## src/rtl/arinc429_pkg.sv

```systemverilog
// rtl/arinc429_pkg.sv - shared types, constants and round-robin pick for the ARINC 429 tx scheduler
package arinc429_pkg;

  typedef enum logic [2:0] {
    IDLE,
    ISSUE,
    WAIT_BUSY,
    SEND,
    GAP
  } sched_state_t;

  localparam int ARINC_WORD_W = 32;
  localparam int DEF_BIT_CLKS = 1000;
  localparam int DEF_GAP_BITS = 4;
  localparam int MAX_REQ      = 8;

  // First set bit at or after last+1, wrapping mod n; returns last when nothing is set.
  function automatic logic [2:0] rr_pick(input logic [MAX_REQ-1:0] pend,
                                         input logic [2:0]         last,
                                         input int                 n);
    logic [2:0] pick;
    int         idx;
    pick = last;
    for (int i = MAX_REQ; i >= 1; i--) begin
      if (i <= n) begin
        idx = int'(last) + i;
        if (idx >= n) idx = idx - n;
        if (pend[idx[2:0]]) pick = idx[2:0];
      end
    end
    return pick;
  endfunction

endpackage

```

## src/rtl/arinc429_req_edge.sv

```systemverilog
// rtl/arinc429_req_edge.sv - N-bit rising-edge detector
module arinc429_req_edge #(
  parameter int N = 4
) (
  input  logic         clk,
  input  logic         rst,
  input  logic [N-1:0] din,
  output logic [N-1:0] rise
);

  logic [N-1:0] din_d;

  always_ff @(posedge clk) begin
    if (rst) din_d <= '0;
    else     din_d <= din;
  end

  assign rise = din & ~din_d;

endmodule

```

## src/rtl/arinc429_tx_sched.sv

```systemverilog
// rtl/arinc429_tx_sched.sv - round-robin ARINC 429 transmit scheduler with inter-word gap
module arinc429_tx_sched
  import arinc429_pkg::*;
#(
  parameter int N_REQ    = 4,
  parameter int BIT_CLKS = DEF_BIT_CLKS,
  parameter int GAP_BITS = DEF_GAP_BITS,
  parameter int BUSY_TMO = 8
) (
  input  logic                          clk,
  input  logic                          rst,
  input  logic                          enable,
  input  logic [N_REQ-1:0]              req,
  input  logic [ARINC_WORD_W*N_REQ-1:0] word_in,
  input  logic                          tx_busy,
  output logic                          tx_start,
  output logic [ARINC_WORD_W-1:0]       tx_word,
  output logic [N_REQ-1:0]              grant,
  output logic [N_REQ-1:0]              ack,
  output logic [N_REQ-1:0]              pending,
  output logic                          err_tmo
);

  localparam int IDX_W = (N_REQ > 1) ? $clog2(N_REQ) : 1;
  localparam int TMO_W = $clog2(BUSY_TMO + 1);
  localparam int GAP_W = 19;
  localparam logic [GAP_W-1:0] GAP_LOAD = GAP_W'(GAP_BITS * BIT_CLKS);
  localparam logic [TMO_W-1:0] TMO_LAST = TMO_W'(BUSY_TMO - 1);

  sched_state_t            state, state_nxt;
  logic [N_REQ-1:0]        rise;
  logic [MAX_REQ-1:0]      pend_ext;
  logic [2:0]              last, pick;
  logic [IDX_W-1:0]        sel;
  logic [ARINC_WORD_W-1:0] words [N_REQ];
  logic [TMO_W-1:0]        tmo_cnt;
  logic [GAP_W-1:0]        gap_cnt;
  logic                    do_pick, do_issue, tmo_hit, gap_done, gap_load;

  arinc429_req_edge #(.N(N_REQ)) u_req_edge (
    .clk  (clk),
    .rst  (rst),
    .din  (req),
    .rise (rise)
  );

  always_comb begin
    pend_ext = '0;
    pend_ext[N_REQ-1:0] = pending;
    pick = rr_pick(pend_ext, last, N_REQ);
    sel  = pick[IDX_W-1:0];
    for (int i = 0; i < N_REQ; i++) words[i] = word_in[i*ARINC_WORD_W +: ARINC_WORD_W];
  end

  always_ff @(posedge clk) begin
    if (rst) state <= IDLE;
    else     state <= state_nxt;
  end

  always_comb begin
    state_nxt = state;
    do_pick   = 1'b0;
    do_issue  = 1'b0;
    tmo_hit   = 1'b0;
    gap_done  = 1'b0;
    case (state)
      IDLE: if (enable && |pending) begin
        do_pick   = 1'b1;
        state_nxt = ISSUE;
      end
      ISSUE: begin
        do_issue  = 1'b1;
        state_nxt = WAIT_BUSY;
      end
      WAIT_BUSY: begin
        if (tx_busy) begin
          state_nxt = SEND;
        end else if (tmo_cnt == TMO_LAST) begin
          tmo_hit   = 1'b1;
          state_nxt = GAP;
        end
      end
      SEND: if (!tx_busy) state_nxt = GAP;
      GAP: if (gap_cnt == GAP_W'(1)) begin
        gap_done  = 1'b1;
        state_nxt = IDLE;
      end
      default: state_nxt = IDLE;
    endcase
    gap_load = (state_nxt == GAP) && (state != GAP);
  end

  // tx_start/ack are registered, so they land one cycle after grant
  always_ff @(posedge clk) begin
    if (rst) begin
      tx_start <= 1'b0;
      tx_word  <= '0;
      grant    <= '0;
      ack      <= '0;
      pending  <= '0;
      err_tmo  <= 1'b0;
      last     <= 3'(N_REQ - 1);
      tmo_cnt  <= '0;
      gap_cnt  <= '0;
    end else begin
      tx_start <= do_issue;
      err_tmo  <= tmo_hit;
      ack      <= do_issue ? grant : '0;
      pending  <= (pending & ~(do_issue ? grant : '0)) | rise;
      if (do_pick) begin
        for (int i = 0; i < N_REQ; i++) grant[i] <= (int'(sel) == i);
        tx_word <= words[sel];
        last    <= pick;
      end else if (gap_done) begin
        grant <= '0;
      end
      if (do_issue)                tmo_cnt <= '0;
      else if (state == WAIT_BUSY) tmo_cnt <= tmo_cnt + 1'b1;
      if (gap_load)                gap_cnt <= GAP_LOAD;
      else if (state == GAP)       gap_cnt <= gap_cnt - 1'b1;
    end
  end

endmodule

```

## config.mk

```make
export PLATFORM = sky130hd
export DESIGN_NAME = arinc429_tx_sched
export DESIGN_NICKNAME = d
export VERILOG_FILES = /design/src/rtl/arinc429_pkg.sv /design/src/rtl/arinc429_req_edge.sv /design/src/rtl/arinc429_tx_sched.sv
export SDC_FILE = /design/constraint.sdc
export NUM_CORES = 1
export LEC_CHECK = 0
export CORE_UTILIZATION = 43
export CTS_CLUSTER_DIAMETER = 80
export DETAILED_ROUTE_END_ITERATION = 12
export PLACE_DENSITY = 0.9
export SYNTH_ARGS = -nofsm -noshare
export SYNTH_HDL_FRONTEND = slang
export SYNTH_SLANG_ARGS = --single-unit
export TNS_END_PERCENT = 30
```

## constraint.sdc

```tcl
create_clock -name clk -period 3.94 [get_ports clk]
set_input_delay 0.788 -clock clk [delete_from_list [all_inputs] [get_ports clk]]
set_output_delay 0.788 -clock clk [all_outputs]
set_load 0.02 [all_outputs]
```

== Word level (Yosys, flattened, before mapping) ==
Index checks and enable logic that the tools add are counted.
Storage, ports and cells
  register bits: 79
  input port bits: 136
  logic and storage cells: 98
Operators by class
  add/subtract/negate cells: 10
  $lt $le $gt $ge: 9
  equal/unequal tests: 11
  mux-type cells: 36
  bitwise operators: 7
  reduce and logical (&&, ||, !) cells: 12
Operators by type and width (count)
  binary-select mux 32 bit (select 2 bit): 1
  two-way mux 32 bit: 2
  two-way mux 3 bit: 13
  two-way mux 12 bit: 2
  equality test 19 x 1 -> 1 bit (second input constant): 1
  subtractor 19 x 1 -> 19 bit (second input constant): 1
  >= comparator 4 x 3 -> 1 bit (second input constant): 4
  less-than comparator 3 x 4 -> 1 bit (second input constant): 4
  case mux 3 bit (5 select lines): 1
  binary-select mux 1 bit (select 3 bit): 4
  two-way mux 4 bit: 3
  subtractor 3 bit (second input constant): 4
  two-way mux 1 bit: 10
  adder 3 x 2 -> 4 bit (second input constant): 2
  AND 4 bit: 2
  inverter 4 bit: 2
  equality test 3 x 2 -> 1 bit (second input constant): 2
  equality test 3 bit (second input constant): 2
  adder 3 x 1 -> 4 bit (second input constant): 1
  adder 3 x 3 -> 4 bit (second input constant): 1
  adder 4 x 1 -> 4 bit (second input constant): 1
  equality test 2 bit (second input constant): 2
  equality test 4 x 3 -> 1 bit (second input constant): 1
  bitwise OR 4 bit: 1
  other kinds (15): 18

== Longest topological paths before layout ==
Gate-level depths: netlist of the first run.
  depth after elaboration: 13
  mapped depth: 14
  gate-level depth less buffers: 9

== Cells and area by module ==
From an unflattened synthesis of the first run, not the netlist that was laid out.
Unflattened totals
  cell total of the unflattened synthesis: 535
  area total of the unflattened synthesis: 4330.4 um2
Modules (own cells, without submodules)
  arinc429_tx_sched: times used 1, cells an instance 523, area each 4190.3 um2, seq. area each 1501.4 um2
  arinc429_req_edge: times used 1, cells an instance 12, area each 140.1 um2, seq. area each 80.1 um2

== Least setup slack after synthesis of the first run ==
OpenSTA, ideal clock, no wires.
  kind: register to register
  from: register last[0]
  to: register last[1]
  arrival: 2685 ps
  required time: 3820 ps
  path slack: 1135 ps
  stages on the path, launching flop included: 13
  buffers on the path: 5
  period minus slack after synthesis: 2805 ps
  cells stage by stage: dfxtp_1 buf_2 inv_1 ha_1 buf_6 mux4_2 o21ai_2 nand2b_4 o311a_1 buf_2 buf_6 buf_6 a211o_1
Between the ends
  word-level cells in the longest chain between the ends: 9
Ends and longest elaborated chain
  start, declared: line arinc429_tx_sched.sv:33  | logic [2:0] last, pick;
  start signal, assigned: line arinc429_tx_sched.sv:102  | last <= 3'(N_REQ - 1);
  start signal, assigned: line arinc429_tx_sched.sv:113  | last <= pick;
  adder 3 x 3 -> 4 bit: line arinc429_pkg.sv:26  | idx = int'(last) + i;
  >= comparator 4 x 3 -> 1 bit or subtractor 3 bit (tied branches): line arinc429_pkg.sv:27  | if (idx >= n) idx = idx - n;
  two-way mux 3 bit: line arinc429_pkg.sv:27
  binary-select mux 1 bit (select 3 bit): line arinc429_pkg.sv:28  | if (pend[idx[2:0]]) pick = idx[2:0];
  two-way mux 1 bit (not written as such): line arinc429_pkg.sv:28
  two-way mux 3 bit (3 in series): line arinc429_pkg.sv:28
  two-way mux 3 bit *: line arinc429_pkg.sv:28
Mark *: on every way between the ends. The rest lies on a longest branch, timed or not. The select of a mux whose other input is x is not followed.
A chain may end at the register's enable or synchronous reset.

== Worst setup path in the final report of the first run ==
  from: register last[0]
  to: register tx_word[28]
Between the ends
  word-level cells in the longest chain between the ends: 13
Ends and longest elaborated chain
  adder 3 x 3 -> 4 bit: line arinc429_pkg.sv:26
  >= comparator 4 x 3 -> 1 bit or subtractor 3 bit (tied branches): line arinc429_pkg.sv:27
  two-way mux 3 bit: line arinc429_pkg.sv:27
  binary-select mux 1 bit (select 3 bit): line arinc429_pkg.sv:28
  two-way mux 1 bit (not written as such): line arinc429_pkg.sv:28
  two-way mux 3 bit (3 in series): line arinc429_pkg.sv:28
  two-way mux 3 bit *: line arinc429_pkg.sv:28
  inverter 2 -> 3 bit (not written as such) *: line arinc429_tx_sched.sv:112  | tx_word <= words[sel];
  binary-select mux 32 bit (select 2 bit) *: line arinc429_tx_sched.sv:112
  two-way mux 32 bit (not written as such) * (2 in series): line arinc429_tx_sched.sv:112
  end signal, assigned: line arinc429_tx_sched.sv:112
  end, declared: line arinc429_tx_sched.sv:17  | output logic [ARINC_WORD_W-1:0] tx_word,
Marked as above.

==> reports/metrics.yaml, run 1 <==
setup_path:
  setup.worst_path.start_class: "register"
  crit_type: "register to register"
  cp_max_fo: 22
  endpoint_kind: "register"
  cp_slowest_cell: "o311a_2"
  timing.critical_path.mode_cell: "mux2i_1"
  worstPathArrival_ns: 3.74
  path_cells: "inv_1 > ha_1 > mux2i_1 > a31o_1 > a21o_1 > o211ai_1 > o311a_2 > buf_4 > mux2i_1 > a32oi_1"
  critPathRequiredTime_ns: 4.17
  cp_slowest_stage_delay_ns: 0.67
synthesis:
  async_flop_share_pct: 0
  ys_types: 56
  synth_edf_count: 0
  ys_ff_latch: 79
  ys_warn_count: 0
  syn_nets: 679
  ys_seq_area_share_pct: 36.37
  postSynthAreaPerCell_um2: 8.082
  synthFlopType: "dfxtp_1"
  syn_area_mm2: 0.004348
  syn_inst: 538
sta:
  setup_viol: 0
  fin_crit_ns: 3.505
  hold_violations: 0
  rsz0062_at_grt: "no"
  relSlewSlack_pct: 43.40
  setup_tns_ns: 0
  drv_slew: 0
  period_share_pct: 88.96
  fmax_mhz: 285.3
  worst_slew_pin_slew_ns: 0.8425
  skew_ns: 0.01977
cts:
  clkLatencyLatePin_ns: 0.36
  clock_path_buffers: 2
  htreeDepth: 3
  postCtsSetupBuffers: 0
  cts_resized: 0
  cts_tree: "done"
  cts_root_buf: "clkbuf_8"
  cts-hold-fix-buffers: 0
  numCtsBuffers: 9
  cts_num_sinks: 79
  cts.reportedPaths.clkPinSlew_ns: 0.10
drt:
  antenna_left: 0
  num_vias: 4812
  wl_per_cell_um: 16.83
  drc_errors: 0
  first_iter_violations: 226
  totalWireLength_um: 14120
  viasPerCell: 5.735
  dr.pass1.iters: 5
floorplanning:
  dieArea_mm2: 0.01052
  die_h_um: 102.6
  die_w_um: 102.6
  coreArea_mm2: 0.009774
  io_pins: 182
  rows: 36
  initial_utilization_pct: 44.48
pwr:
  finalPower_uw: 3265
  power.internal_uw: 1944
  p_leak_uw: 0.002425
  power_frac_comb_pct: 47.9
  pwr-share-clk_pct: 18.4
  seqPwrFrac_pct: 33.7
  vdd_drop_max_uv: 275.2
  powerDensity_mw_per_mm2: 507.7
  netSwitchingPower_uw: 1322
  sw_frac_of_total_pct: 40.48
finish:
  area_growth_pct: 47.91
  drive_above_1_share_pct: 5.666
  fill_cells: 800
  nets: 842
  num_antenna_cells: 0
min_path:
  hold_class: "register to register"
global_route:
  grt_max_degree: 44
  antenna_found_initial: 0
  grt_overflow: 0
  track_usage_pct: 26.59
  first_global_vias: 4697
  grt_pass1_wl_um: 21880
run_status:
  status: "finished, final reports clean"
placement:
  hpwl_um: 10460
  gp_congestion: 0.9120
  io_buffers: 181
flow_run:
  max-cap-violations: 0
-- flip-flops by register name (all words and copies together) (netlist names), named ones only --
signal	flops
grant	4
state	3
ack	4
pending	4
tmo_cnt	4
last	2
tx_word	32
tx_start	1
err_tmo	1
u_req_edge.din_d	4
gap_cnt	19
-- placed cells by master, fill, tap and decap left out, types with 9 or more instances in the layout --
| master | Yosys | final |
|---|---|---|
| dfxtp_1 | 79 | 79 |
| nand2_1 | 15 | 15 |
| mux2i_1 | 36 | 35 |
| clkbuf_8 | 0 | 9 |
| nor2_1 | 106 | 105 |
| a32oi_1 | 32 | 32 |
| nor3_1 | 12 | 12 |
| xnor2_1 | 9 | 9 |
| nor2b_1 | 10 | 10 |
| a21oi_1 | 13 | 13 |
| o21ai_0 | 39 | 39 |
| clkdlybuf4s50_1 | 0 | 180 |
| nand3_1 | 67 | 67 |
-- stage by stage --
stage               setup slack (ns)  instances  cell area (µm²)  hold WS (ns)  utilization [%]
floorplan                      1.135        538             4348        0.4434                -
global placement              0.7193        823             6236        0.4653            63.80
detailed placement            0.4904        823             6236        0.4789            63.80
CTS                           0.4850        839             6431        0.4916            65.80
global route                  0.1044        839             6431        0.5181            65.80
finish                        0.4349        839             6431        0.5036            65.80
-- cell usage after synthesis (all sizes together), types with 10 or more instances --
cell type / count / share of area (%)
nand3: 67 / 7.7
nor2: 106 / 9.2
nor2b: 10 / 1.4
o21ai: 42 / 4.9
nand2: 15 / 1.3
mux2i: 36 / 8.3
dfxtp: 79 / 36
a32oi: 32 / 6.4
buf: 15 / 2.6
nor3: 12 / 1.4
a21oi: 13 / 1.5
clkbuf: 24 / 2.1
-- kinds of logic (layout without fill, tap and decap cells) --
group / Yosys count / after routing / share of synthesized area (%)
flops: 79 / 79 / 36.37
fa+ha+maj: 5 / 5 / 1.439
xor+xnor: 12 / 12 / 2.417
compound gates: 116 / 116 / 18.59
buf+inv: 48 / 216 / 5.410
simple gates: 239 / 239 / 26.45
mux: 39 / 39 / 9.324
-- layer usage --
metal | up-vias | GRT usage [%] | wire, µm
met3 | 62 | 5.492 | 785
met4 | 0 | 15.05 | 644
met5 | - | 0 | 0
met1 | 2253 | 29.62 | 5464
li1 | 2276 | - | -
met2 | 221 | 47.08 | 7226
-- worst max-delay path, delay by kind of cell, from the launching register on --
kind                       cells  cell delay (ns)
buffers and inverters          2             0.44
muxes                          2             0.39
adders and majority gates      1             0.55
DFF                            1             0.61
AOI/OAI and AO/OA              5             1.39
-- path summary, 6_finish.rpt --
check,start,to,slack (ns),cells after the start
setup / recovery,last[0],tx_word[28],0.43,10
hold / removal,gap_cnt[5],gap_cnt[5],0.50,1
setup reg to reg,last[0],tx_word[28],0.43,10
hold reg to reg,gap_cnt[5],gap_cnt[5],0.50,1
-- layout make-up --
class,instances,area (µm²),area share [%]
multi-input combinational,411,2547,39.61
timing repair buffer,191,1907,29.65
sequential,79,1582,24.59
tap,133,166.4,2.588
clock buffer,9,123.9,1.926
clock inverter,7,71.32,1.109
inverter,9,33.78,0.5253
-- power by group through the flow --
stage	registers, µW	logic [µW]	clock network (µW)
after global placement	1100	1500	0
final	1100	1560	600
after global routing	1120	1680	653
after detailed placement	1110	1550	0
after floorplan	1250	793	0
after CTS	1100	1560	612
Power figures use the tool's default switching activity.
==> inputs of run 2 (changes only) <==
--- a/config.mk
+++ b/config.mk
@@ -5,6 +5,7 @@
 export SDC_FILE = /design/constraint.sdc
 export NUM_CORES = 1
 export LEC_CHECK = 0
+export ABC_CLOCK_PERIOD_IN_PS = 3940
 export CORE_UTILIZATION = 43
 export CTS_CLUSTER_DIAMETER = 80
 export DETAILED_ROUTE_END_ITERATION = 12
==> results of run 2 <==
No change in the layout: final DEF, timing and power equal those of run 1.
